### src/rtl/market_data_pkg.sv
// rtl/market_data_pkg.sv - shared constants and types for the market data quote parser
package market_data_pkg;

  localparam logic [7:0] MSG_TYPE_QUOTE = 8'h51;
  localparam int HDR_TYPE_LSB = 24;
  localparam int HDR_LEN_LSB  = 16;
  localparam int HDR_SEQ_LSB  = 0;
  localparam int SEQ_W        = 16;
  localparam int MIN_LEN      = 4;

  typedef enum logic [2:0] {
    ST_HDR,
    ST_SYM,
    ST_PRICE,
    ST_QTY,
    ST_PAD
  } parse_state_t;

  // Widest possible record; narrower builds zero-extend into it.
  typedef struct packed {
    logic [31:0]      symbol;
    logic [31:0]      price;
    logic [31:0]      qty;
    logic [SEQ_W-1:0] seq;
  } md_record_t;

endpackage

### src/rtl/market_data_fifo.sv
// rtl/market_data_fifo.sv - sync FIFO with registered first-word-fall-through output
module market_data_fifo #(
  parameter int WIDTH = 8,
  parameter int DEPTH = 4
) (
  input  logic             clk,
  input  logic             reset,
  input  logic             push,
  input  logic [WIDTH-1:0] push_data,
  output logic             full,
  input  logic             pop_ready,
  output logic [WIDTH-1:0] pop_data,
  output logic             pop_valid
);

  localparam int AW = $clog2(DEPTH);
  localparam logic [AW:0] FULL_CNT = DEPTH[AW:0];

  logic [WIDTH-1:0] mem [DEPTH];
  logic [AW-1:0]    wr_ptr;
  logic [AW-1:0]    rd_ptr;
  logic [AW:0]      mem_count;
  logic             pop;
  logic             load;

  // Occupancy counts the output register as well as the array.
  assign pop  = pop_valid && pop_ready;
  assign load = (mem_count != '0) && (!pop_valid || pop);
  assign full = (mem_count + {{AW{1'b0}}, pop_valid}) == FULL_CNT;

  always_ff @(posedge clk) begin
    if (push) begin
      mem[wr_ptr] <= push_data;
    end
  end

  always_ff @(posedge clk or negedge reset) begin
    if (!reset) begin
      wr_ptr    <= '0;
      rd_ptr    <= '0;
      mem_count <= '0;
      pop_data  <= '0;
      pop_valid <= 1'b0;
    end else begin
      if (push) begin
        wr_ptr <= wr_ptr + AW'(1);
      end
      mem_count <= mem_count + {{AW{1'b0}}, push} - {{AW{1'b0}}, load};
      if (load) begin
        pop_data  <= mem[rd_ptr];
        pop_valid <= 1'b1;
        rd_ptr    <= rd_ptr + AW'(1);
      end else if (pop) begin
        pop_valid <= 1'b0;
      end
    end
  end

endmodule

### src/rtl/market_data_msg_parser.sv
// rtl/market_data_msg_parser.sv - framed quote parser feeding a record FIFO
// Define SEQ_CHECK_EN to enable sequence gap detection on pushed quotes.
module market_data_msg_parser
  import market_data_pkg::*;
#(
  parameter int SYM_W      = 16,
  parameter int PRICE_W    = 32,
  parameter int QTY_W      = 16,
  parameter int MAX_LEN    = 16,
  parameter int FIFO_DEPTH = 4
) (
  input  logic               clk,
  input  logic               reset,
  input  logic [31:0]        data_in,
  input  logic               data_valid,
  input  logic               data_last,
  output logic               data_ready,
  output logic [SYM_W-1:0]   out_symbol,
  output logic [PRICE_W-1:0] out_price,
  output logic [QTY_W-1:0]   out_qty,
  output logic [SEQ_W-1:0]   out_seq,
  output logic               out_valid,
  input  logic               out_ready,
  output logic               err_len,
  output logic [15:0]        drop_count,
  output logic               seq_gap
);

  localparam int REC_W = SYM_W + PRICE_W + QTY_W + SEQ_W;

  parse_state_t     state;
  parse_state_t     state_next;
  logic [7:0]       word_cnt;
  logic [7:0]       msg_type;
  logic [7:0]       msg_len;
  logic [SEQ_W-1:0] msg_seq;
  logic [SYM_W-1:0] sym_q;
  logic [PRICE_W-1:0] price_q;
  logic [QTY_W-1:0] qty_q;
  logic [QTY_W-1:0] qty_word;
  logic [8:0]       total;
  logic             accept;
  logic             msg_good;
  logic             push;
  logic             drop;
  logic             len_bad;
  logic             fifo_full;
  logic [REC_W-1:0] push_data;
  logic [REC_W-1:0] pop_data;

  assign data_ready = reset && !fifo_full;
  assign accept     = data_valid && data_ready;

  always_ff @(posedge clk or negedge reset) begin
    if (!reset) begin
      state <= ST_HDR;
    end else begin
      state <= state_next;
    end
  end

  always_comb begin
    state_next = state;
    push       = 1'b0;
    drop       = 1'b0;
    len_bad    = 1'b0;
    total      = {1'b0, word_cnt} + 9'd1;
    msg_good   = ((state == ST_QTY) || (state == ST_PAD)) &&
                 (total == {1'b0, msg_len}) &&
                 (total >= 9'(MIN_LEN)) && (total <= 9'(MAX_LEN));
    // A message ending on its quantity word has not latched qty yet.
    qty_word   = (state == ST_QTY) ? data_in[QTY_W-1:0] : qty_q;
    if (accept) begin
      if (data_last) begin
        state_next = ST_HDR;
        push       = msg_good && (msg_type == MSG_TYPE_QUOTE);
        drop       = !push;
        len_bad    = !msg_good;
      end else begin
        case (state)
          ST_HDR:   state_next = ST_SYM;
          ST_SYM:   state_next = ST_PRICE;
          ST_PRICE: state_next = ST_QTY;
          default:  state_next = ST_PAD;
        endcase
      end
    end
  end

  always_ff @(posedge clk or negedge reset) begin
    if (!reset) begin
      word_cnt   <= '0;
      msg_type   <= '0;
      msg_len    <= '0;
      msg_seq    <= '0;
      sym_q      <= '0;
      price_q    <= '0;
      qty_q      <= '0;
      err_len    <= 1'b0;
      drop_count <= '0;
    end else begin
      err_len <= len_bad;
      if (drop && (drop_count != 16'hFFFF)) begin
        drop_count <= drop_count + 16'd1;
      end
      if (accept) begin
        if (data_last) begin
          word_cnt <= '0;
        end else if (word_cnt != 8'hFF) begin
          word_cnt <= word_cnt + 8'd1;
        end
        case (state)
          ST_HDR: begin
            msg_type <= data_in[HDR_TYPE_LSB +: 8];
            msg_len  <= data_in[HDR_LEN_LSB +: 8];
            msg_seq  <= data_in[HDR_SEQ_LSB +: SEQ_W];
          end
          ST_SYM:   sym_q   <= data_in[SYM_W-1:0];
          ST_PRICE: price_q <= data_in[PRICE_W-1:0];
          ST_QTY:   qty_q   <= data_in[QTY_W-1:0];
          default: ;
        endcase
      end
    end
  end

  assign push_data = {sym_q, price_q, qty_word, msg_seq};

  market_data_fifo #(
    .WIDTH (REC_W),
    .DEPTH (FIFO_DEPTH)
  ) u_fifo (
    .clk       (clk),
    .reset     (reset),
    .push      (push),
    .push_data (push_data),
    .full      (fifo_full),
    .pop_ready (out_ready),
    .pop_data  (pop_data),
    .pop_valid (out_valid)
  );

  assign {out_symbol, out_price, out_qty, out_seq} = pop_data;

`ifdef SEQ_CHECK_EN
  logic [SEQ_W-1:0] expected_seq;
  logic             first_msg;
  logic             seq_gap_q;

  // The first quote after reset only seeds the expected sequence.
  always_ff @(posedge clk or negedge reset) begin
    if (!reset) begin
      expected_seq <= '0;
      first_msg    <= 1'b1;
      seq_gap_q    <= 1'b0;
    end else begin
      seq_gap_q <= 1'b0;
      if (push) begin
        seq_gap_q    <= !first_msg && (msg_seq != expected_seq);
        expected_seq <= msg_seq + 16'd1;
        first_msg    <= 1'b0;
      end
    end
  end

  assign seq_gap = seq_gap_q;
`else
  assign seq_gap = 1'b0;
`endif

endmodule
### config.mk
export PLATFORM = sky130hd
export DESIGN_NAME = market_data_msg_parser
export DESIGN_NICKNAME = d
export VERILOG_FILES = /design/src/rtl/market_data_pkg.sv /design/src/rtl/market_data_fifo.sv /design/src/rtl/market_data_msg_parser.sv
export SDC_FILE = /design/constraint.sdc
export NUM_CORES = 1
export LEC_CHECK = 0
export CAP_MARGIN = 20
export CORE_UTILIZATION = 50
export DETAILED_ROUTE_END_ITERATION = 16
export DONT_BUFFER_PORTS = 1
export GPL_TIMING_DRIVEN = 0
export SLEW_MARGIN = 20
export SYNTH_ARGS = -nofsm -noshare
export SYNTH_HDL_FRONTEND = slang
export SYNTH_HIERARCHICAL = 1
export SYNTH_SLANG_ARGS = --single-unit
### constraint.sdc
create_clock -name clk -period 13.97 [get_ports clk]
set_input_delay 4.191 -clock clk [delete_from_list [all_inputs] [get_ports clk]]
set_output_delay 4.191 -clock clk [all_outputs]
set_load 0.05 [all_outputs]
==> impl_metrics.yaml, run 1 <==
timing:
  rsz0062_at_grt: "no"
  tightest_slew_ns: 1.04
  period_minus_slack_ns: 9.41
  hold_viol_final: 0
  hold_slack_ns: 0.470
  fin_ws_ns: 4.56
  relSlewSlack_pct: 30.4
  clock.fmax_mhz: 106
  setup_violations: 0
  setup-tns-final_ns: 0
  slew_violations: 0
  min_period_over_period_pct: 67.3
  finalClockSkew_ns: 0.0121
synthesis:
  syn_inst: 1085
  yosysWarningCount: 6
  synthesis.area_sq_mm: 0.0208
  synth_compound_area_share_pct: 1.32
  synth_top_family_by_area: "multiplexers"
  synth_seq_cells: 532
  synthMuxAreaShare_pct: 19.7
  synth_cell_types: 57
  synth_edf_count: 320
  synth_fa_ha_area_share_pct: 0.746
  async_flop_share_pct: 39.8
  synthFlopType: "edfxtp_1"
  synth.avg_cell_area_sq_um: 19.2
  synthSimpleGateAreaFrac_pct: 3.60
  synth_xor_xnor_area_share_pct: 1.05
  syn-num-nets: 1133
  yosysSeqAreaShare_pct: 71.7
status:
  run_status: "completed"
critical_path:
  crit_type: "in2out"
  reg2reg_from: "u_fifo/pop_valid$_DFFE_PN0P_"
  max_stage_delay_ns: 0.87
  arrival_ns: 5.22
  worst-path-buf-inv: 0
  path_delay_family: "simple AND/OR/NAND/NOR gates"
  cp.required_ns: 9.78
  critical_path.startpoint_type: "input pin"
  cp_cell_sequence: "nor2b_1"
  crit_fanout: 213
  r2r_cells: 12
  slowest_stage: "nor2b_1"
  reg2reg_slack_ns: 9.31
  cp-end-kind: "primary output"
  crit_start: "reset"
  r2r_end: "u_fifo/mem[3][52]$_DFFE_PP_"
global_routing:
  grt_usage_pct: 20.1
  grt_pass1_wl_mm: 62.3
  grt_max_degree: 214
  grt_overflow: 0
  grt_pass1_vias: 9838
  antenna_found_initial: 1
route:
  drt_iter0_markers: 699
  wl_per_cell_um: 23.5
  vias: 9577
  vias_per_cell: 5.54
  wl_mm: 40.7
  drc_errors: 0
  first_pass_iters: 5
  ant_nets: 0
power_and_ir_drop:
  p_total_mw: 5.34
  ir_drop_uv: 108
  p_leak_nw: 8.77
  powerDensity_mw_per_mm2: 228
hold_path:
  min_to: "qty_q[1]$_DFFE_PN0P_"
  hp-class: "reg2reg"
  worstHoldStart: "qty_q[1]$_DFFE_PN0P_"
  hold-path-cell-count: 2
job:
  maxCapViolCount: 0
placed_design:
  place_area_sq_mm: 0.0217
  place_ws_ns: 4.67
  place_hpwl_mm: 25.1
  placement.io_buffers: 0
  gp_congestion: 0.753
cells_and_area:
  syn2layout_area_growth_pct: 12.4
  fin_area_sq_mm: 0.0234
  final_layout_size_suffix_gt1_share_pct: 31.7
  nNetsFinal: 1197
  num-fill-cells: 3086
cts:
  clk_pin_slew_ns: 0.06
  clk_latency_ns: 0.59
  cts_hold_buf: 0
  root_buffer: "clkbuf_16"
  cts-resized-gates: 0
  numCtsBuffers: 54
  post_cts_buffers: 0
  cts.path.max_buffers: 3
  cts_sinks: 532
  cts_tree: "built"
  htree_num_levels: 2
die:
  rows: 74
  start_util_pct: 50.8
  fp.dieH_um: 206
  pin_count: 137
  die_w_um: 206
  dieArea_sq_mm: 0.0424
  core_sq_mm: 0.0409
## worst register-to-register path, stage by stage, from the launching register on
cell and delay, ns:
dfrtp_1 0.61, ha_1 0.33, ha_1 0.19, xnor2_1 0.14, nor3_1 0.06, nor2b_1 0.80
and2_1 0.24, clkbuf_1 0.27, nand2_1 0.19, nor2_1 0.46, and2_4 0.48, buf_12 0.29
buf_12 0.28
## Yosys cell counts (6+ instances only)
cell / instances / area share, %
xor2_1: 6 / 0.25
xnor2_1: 19 / 0.80
nand2_1: 65 / 1.2
nand3_1: 13 / 0.31
inv_1: 12 / 0.22
ha_1: 10 / 0.60
edfxtp_1: 320 / 46
mux4_2: 78 / 8.4
nand4_1: 6 / 0.18
and2_1: 8 / 0.24
a21oi_1: 17 / 0.41
mux2_4: 78 / 5.6
buf_6: 14 / 0.76
dfrtp_1: 212 / 25
nor2_1: 16 / 0.29
mux2_2: 98 / 5.3
buf_1: 7 / 0.13
clkbuf_1: 17 / 0.31
buf_2: 14 / 0.34
o21ai_0: 8 / 0.19
nor3_1: 11 / 0.26
## report_power, final
part           internal [mW]  total, mW  switching (mW)  leakage (nW)
combinational          0.664       1.16           0.496          2.47
sequential              2.07       2.78           0.701          5.46
clock                  0.827       1.40           0.575         0.838
## how the worst max path moves through the flow
stage	end	slack, ns	depth (start not counted)
floorplan	data_ready	4.83	1
finish	data_ready	4.56	1
detailed placement	data_ready	4.67	1
CTS	data_ready	4.70	1
global placement	u_fifo/mem[3][59]$_DFFE_PP_	3.54	6
global route	data_ready	4.55	1
## through the flow
stage,cells,util [%]
CTS,1726,57.1
floorplan,1085,-
global placement,1617,52.5
detailed placement,1625,52.9
global route,1726,57.1
finish,1728,57.1
## per-layer routing
layer,routed length [um],track usage (%),vias up
li1,-,-,4306
met1,18600,29.1,4999
met2,19300,31.2,217
met3,2120,4.45,55
met4,677,4.86,0
met5,0,0,-
## registers in the layout (all words and copies together), names as in the netlist, 2 cells and up
| name | cells |
|---|---|
| drop_count | 16 |
| msg_len | 8 |
| msg_seq | 16 |
| msg_type | 8 |
| price_q | 32 |
| qty_q | 16 |
| state | 3 |
| sym_q | 16 |
| u_fifo/mem | 320 |
| u_fifo/mem_count | 3 |
| u_fifo/pop_data | 80 |
| u_fifo/rd_ptr | 2 |
| u_fifo/wr_ptr | 2 |
| word_cnt | 8 |
## cell usage in the layout (no fill, tap or decap), types with 3 or more instances in the layout
cell type,netlist,final
xnor2_1,19,19
clkinv_2,0,7
ha_1,10,10
and3_1,4,4
o31ai_1,3,3
mux2_4,78,78
nand2_1,65,65
nand4_1,6,6
clkbuf_16,0,55
clkinv_1,0,9
buf_4,3,3
inv_1,12,12
a21oi_1,17,17
buf_12,0,6
buf_6,14,14
nand3b_1,3,3
mux4_2,78,78
nor4_1,3,3
xor2_1,6,6
bufinv_16,0,5
nor2_1,16,16
buf_2,14,14
nand3_1,13,13
edfxtp_1,320,320
nor3_1,11,11
and2_4,0,4
dfrtp_1,212,212
and2_1,8,4
buf_1,7,7
clkbuf_1,17,38
nor2b_1,3,3
o21ai_0,8,8
mux2_2,98,98
a31oi_1,3,3
## cells by family (layout without fill, tap and decap cells)
kind of cell / count (synthesis) / in the layout
muxes: 258 / 258
xor gates and xnor gates: 25 / 25
adders and majority gates: 12 / 12
DFF: 532 / 532
AOI/OAI and AO/OA: 43 / 43
buffers and inverters: 67 / 176
and+or+nand+nor: 147 / 147
other: 1 / 3
## final cells by class
type                            count  area [sq um]  area share (%)
Buffer                             55           340            1.46
Inverter                           12          45.0           0.193
Sequential cell                   532         14900            63.8
Clock inverter                     23           236            1.01
Tap cell                          532           666            2.85
Antenna cell                        2          5.00          0.0214
Multi-Input combinational cell    486          5520            23.6
Timing Repair Buffer                8           175           0.749
Clock buffer                       78          1480            6.34
(Power assumes the default switching activity.)
==> inputs of run 2 (changes only) <==
--- a/config.mk
+++ b/config.mk
@@ -10,6 +10,7 @@
 export DETAILED_ROUTE_END_ITERATION = 16
 export DONT_BUFFER_PORTS = 1
 export GPL_TIMING_DRIVEN = 0
+export PLACE_DENSITY = 0.68
 export SLEW_MARGIN = 20
 export SYNTH_ARGS = -nofsm -noshare
 export SYNTH_HDL_FRONTEND = slang
==> constraint.sdc (replaced) <==
create_clock -name clk -period 7.8 [get_ports clk]
set_input_delay 2.34 -clock clk [delete_from_list [all_inputs] [get_ports clk]]
set_output_delay 2.34 -clock clk [all_outputs]
set_load 0.05 [all_outputs]
==> run 2 against run 1 <==
Largest power group unchanged. Design area is 0.58% higher. Critical path type unchanged. Worst setup slack lost 2.5 ns. Sequential share of layout area is 0.37 points lower. Core utilization increased by 0.33 points. Total power up 82%. Global-route usage is 0.30 points lower. Cell count decreased by 0.12%.
==> impl_metrics.yaml, run 2 (synthesis gave the netlist of run 1 again) <==
status:
  run_status: "completed"
timing:
  relSlewSlack_pct: 28.5
  finalClockSkew_ns: 0.0134
  min_period_over_period_pct: 73.8
  tightest_slew_ns: 1.07
  slew_violations: 0
  period_minus_slack_ns: 5.76
  hold_viol_final: 0
  clock.fmax_mhz: 174
  setup_violations: 0
  rsz0062_at_grt: "no"
  hold_slack_ns: 0.472
global_routing:
  grt_usage_pct: 19.8
  antenna_found_initial: 6
  grt_pass1_wl_mm: 61.8
  grt_overflow: 0
  grt_max_degree: 214
  grt_pass1_vias: 9868
die:
  fp.dieH_um: 206
  rows: 74
  dieArea_sq_mm: 0.0424
  die_w_um: 206
  core_sq_mm: 0.0409
  start_util_pct: 50.8
  pin_count: 137
critical_path:
  slowest_stage: "nor2b_1"
  max_stage_delay_ns: 0.90
  critical_path.startpoint_type: "input pin"
  cp-end-kind: "primary output"
  path_delay_family: "simple AND/OR/NAND/NOR gates"
  reg2reg_slack_ns: 2.98
  arrival_ns: 3.42
  cp_cell_sequence: "nor2b_1"
  cp.required_ns: 5.46
  worst-path-buf-inv: 0
  crit_fanout: 213
  crit_type: "in2out"
cells_and_area:
  layout_common_cells: "320 x edfxtp_1, 212 x dfrtp_1, 98 x mux2_2"
  top_regs: "u_fifo/mem x320, u_fifo/pop_data x80, price_q x32"
  final_layout_size_suffix_gt1_share_pct: 32.5
  final_common_cell: "edfxtp_1"
  nNetsFinal: 1196
  diodes: 0
  fin_area_sq_mm: 0.0235
  largest_reg_flops: 320
  syn2layout_area_growth_pct: 13.0
  largest-register: "u_fifo/mem"
placed_design:
  gp_congestion: 0.762
  place_hpwl_mm: 24.9
  place_area_sq_mm: 0.0216
  placement.io_buffers: 0
cts:
  cts_tree: "built"
  clk_latency_ns: 0.60
  cts_sinks: 532
  clk_pin_slew_ns: 0.06
  cts.path.max_buffers: 3
  cts-resized-gates: 0
  post_cts_buffers: 0
  cts_hold_buf: 0
  root_buffer: "clkbuf_16"
  htree_num_levels: 2
  numCtsBuffers: 54
route:
  first_pass_iters: 5
  wl_per_cell_um: 23.7
  drc_errors: 0
  vias: 9658
  wl_mm: 40.8
  ant_nets: 0
  drt_iter0_markers: 620
  vias_per_cell: 5.60
job:
  maxCapViolCount: 0
power_and_ir_drop:
  ir_drop_uv: 158
  p_leak_nw: 8.84
  powerDensity_mw_per_mm2: 414
hold_path:
  hp-class: "reg2reg"
run 2: cell count changes in the layout (fill, tap and decap cells not counted), sizes merged, moves of 2 or more:
cell,before,now
bufinv,5,8
clkbuf,95,92
clkinv,17,15
clkinvlp,0,2
diode,2,0
run 2: layer usage:
metal	vias to the layer above	track usage (%)	routed length (um)
met4	0	4.46	635
met1	5079	27.6	17700
li1	4299	-	-
met2	226	31.6	20000
met3	54	4.97	2530
met5	-	0	0
run 2: per-stage QoR:
step           instances  TNS (ns)  utilization, %  total power, mW  setup slack [ns]
5_1_grt             1726         0            57.5             10.1              2.03
6_report            1726         0            57.5             9.73              2.04
3_5_place_dp        1624         0            52.9             7.14              1.77
4_1_cts             1726         0            57.5             9.84              2.17
2_1_floorplan       1085         0               -             6.59              1.46
3_3_place_gp        1617   -267.08            52.5             7.07            -0.866
run 2: final cells by class:
type	count	area [sq um]
fillers	3048	17400
flip-flops and latches	532	14900
multi-input cells	486	5520
clock buffers	75	1520
well taps	532	666
clock inverters	27	350
plain buffers	55	340
repair buffers	7	163
inverters	12	45.0
run 2: final timing paths:
path | endpoint | startpoint | cells past startpoint
max | data_ready | reset | 1
min | qty_q[13]$_DFFE_PN0P_ | qty_q[13]$_DFFE_PN0P_ | 2
max reg2reg | u_fifo/mem[1][74]$_DFFE_PP_ | u_fifo/pop_valid$_DFFE_PN0P_ | 11
min reg2reg | qty_q[13]$_DFFE_PN0P_ | qty_q[13]$_DFFE_PN0P_ | 2
max in group asynchronous | price_q[20]$_DFFE_PN0P_ | reset | 0
min in group asynchronous | u_fifo/pop_data[72]$_DFFE_PN0P_ | reset | 0
run 2: where the power goes:
group	internal [mW]	total (mW)	switching, mW
sequential	3.72	4.99	1.27
clock	1.63	2.69	1.06
combinational	1.19	2.06	0.867
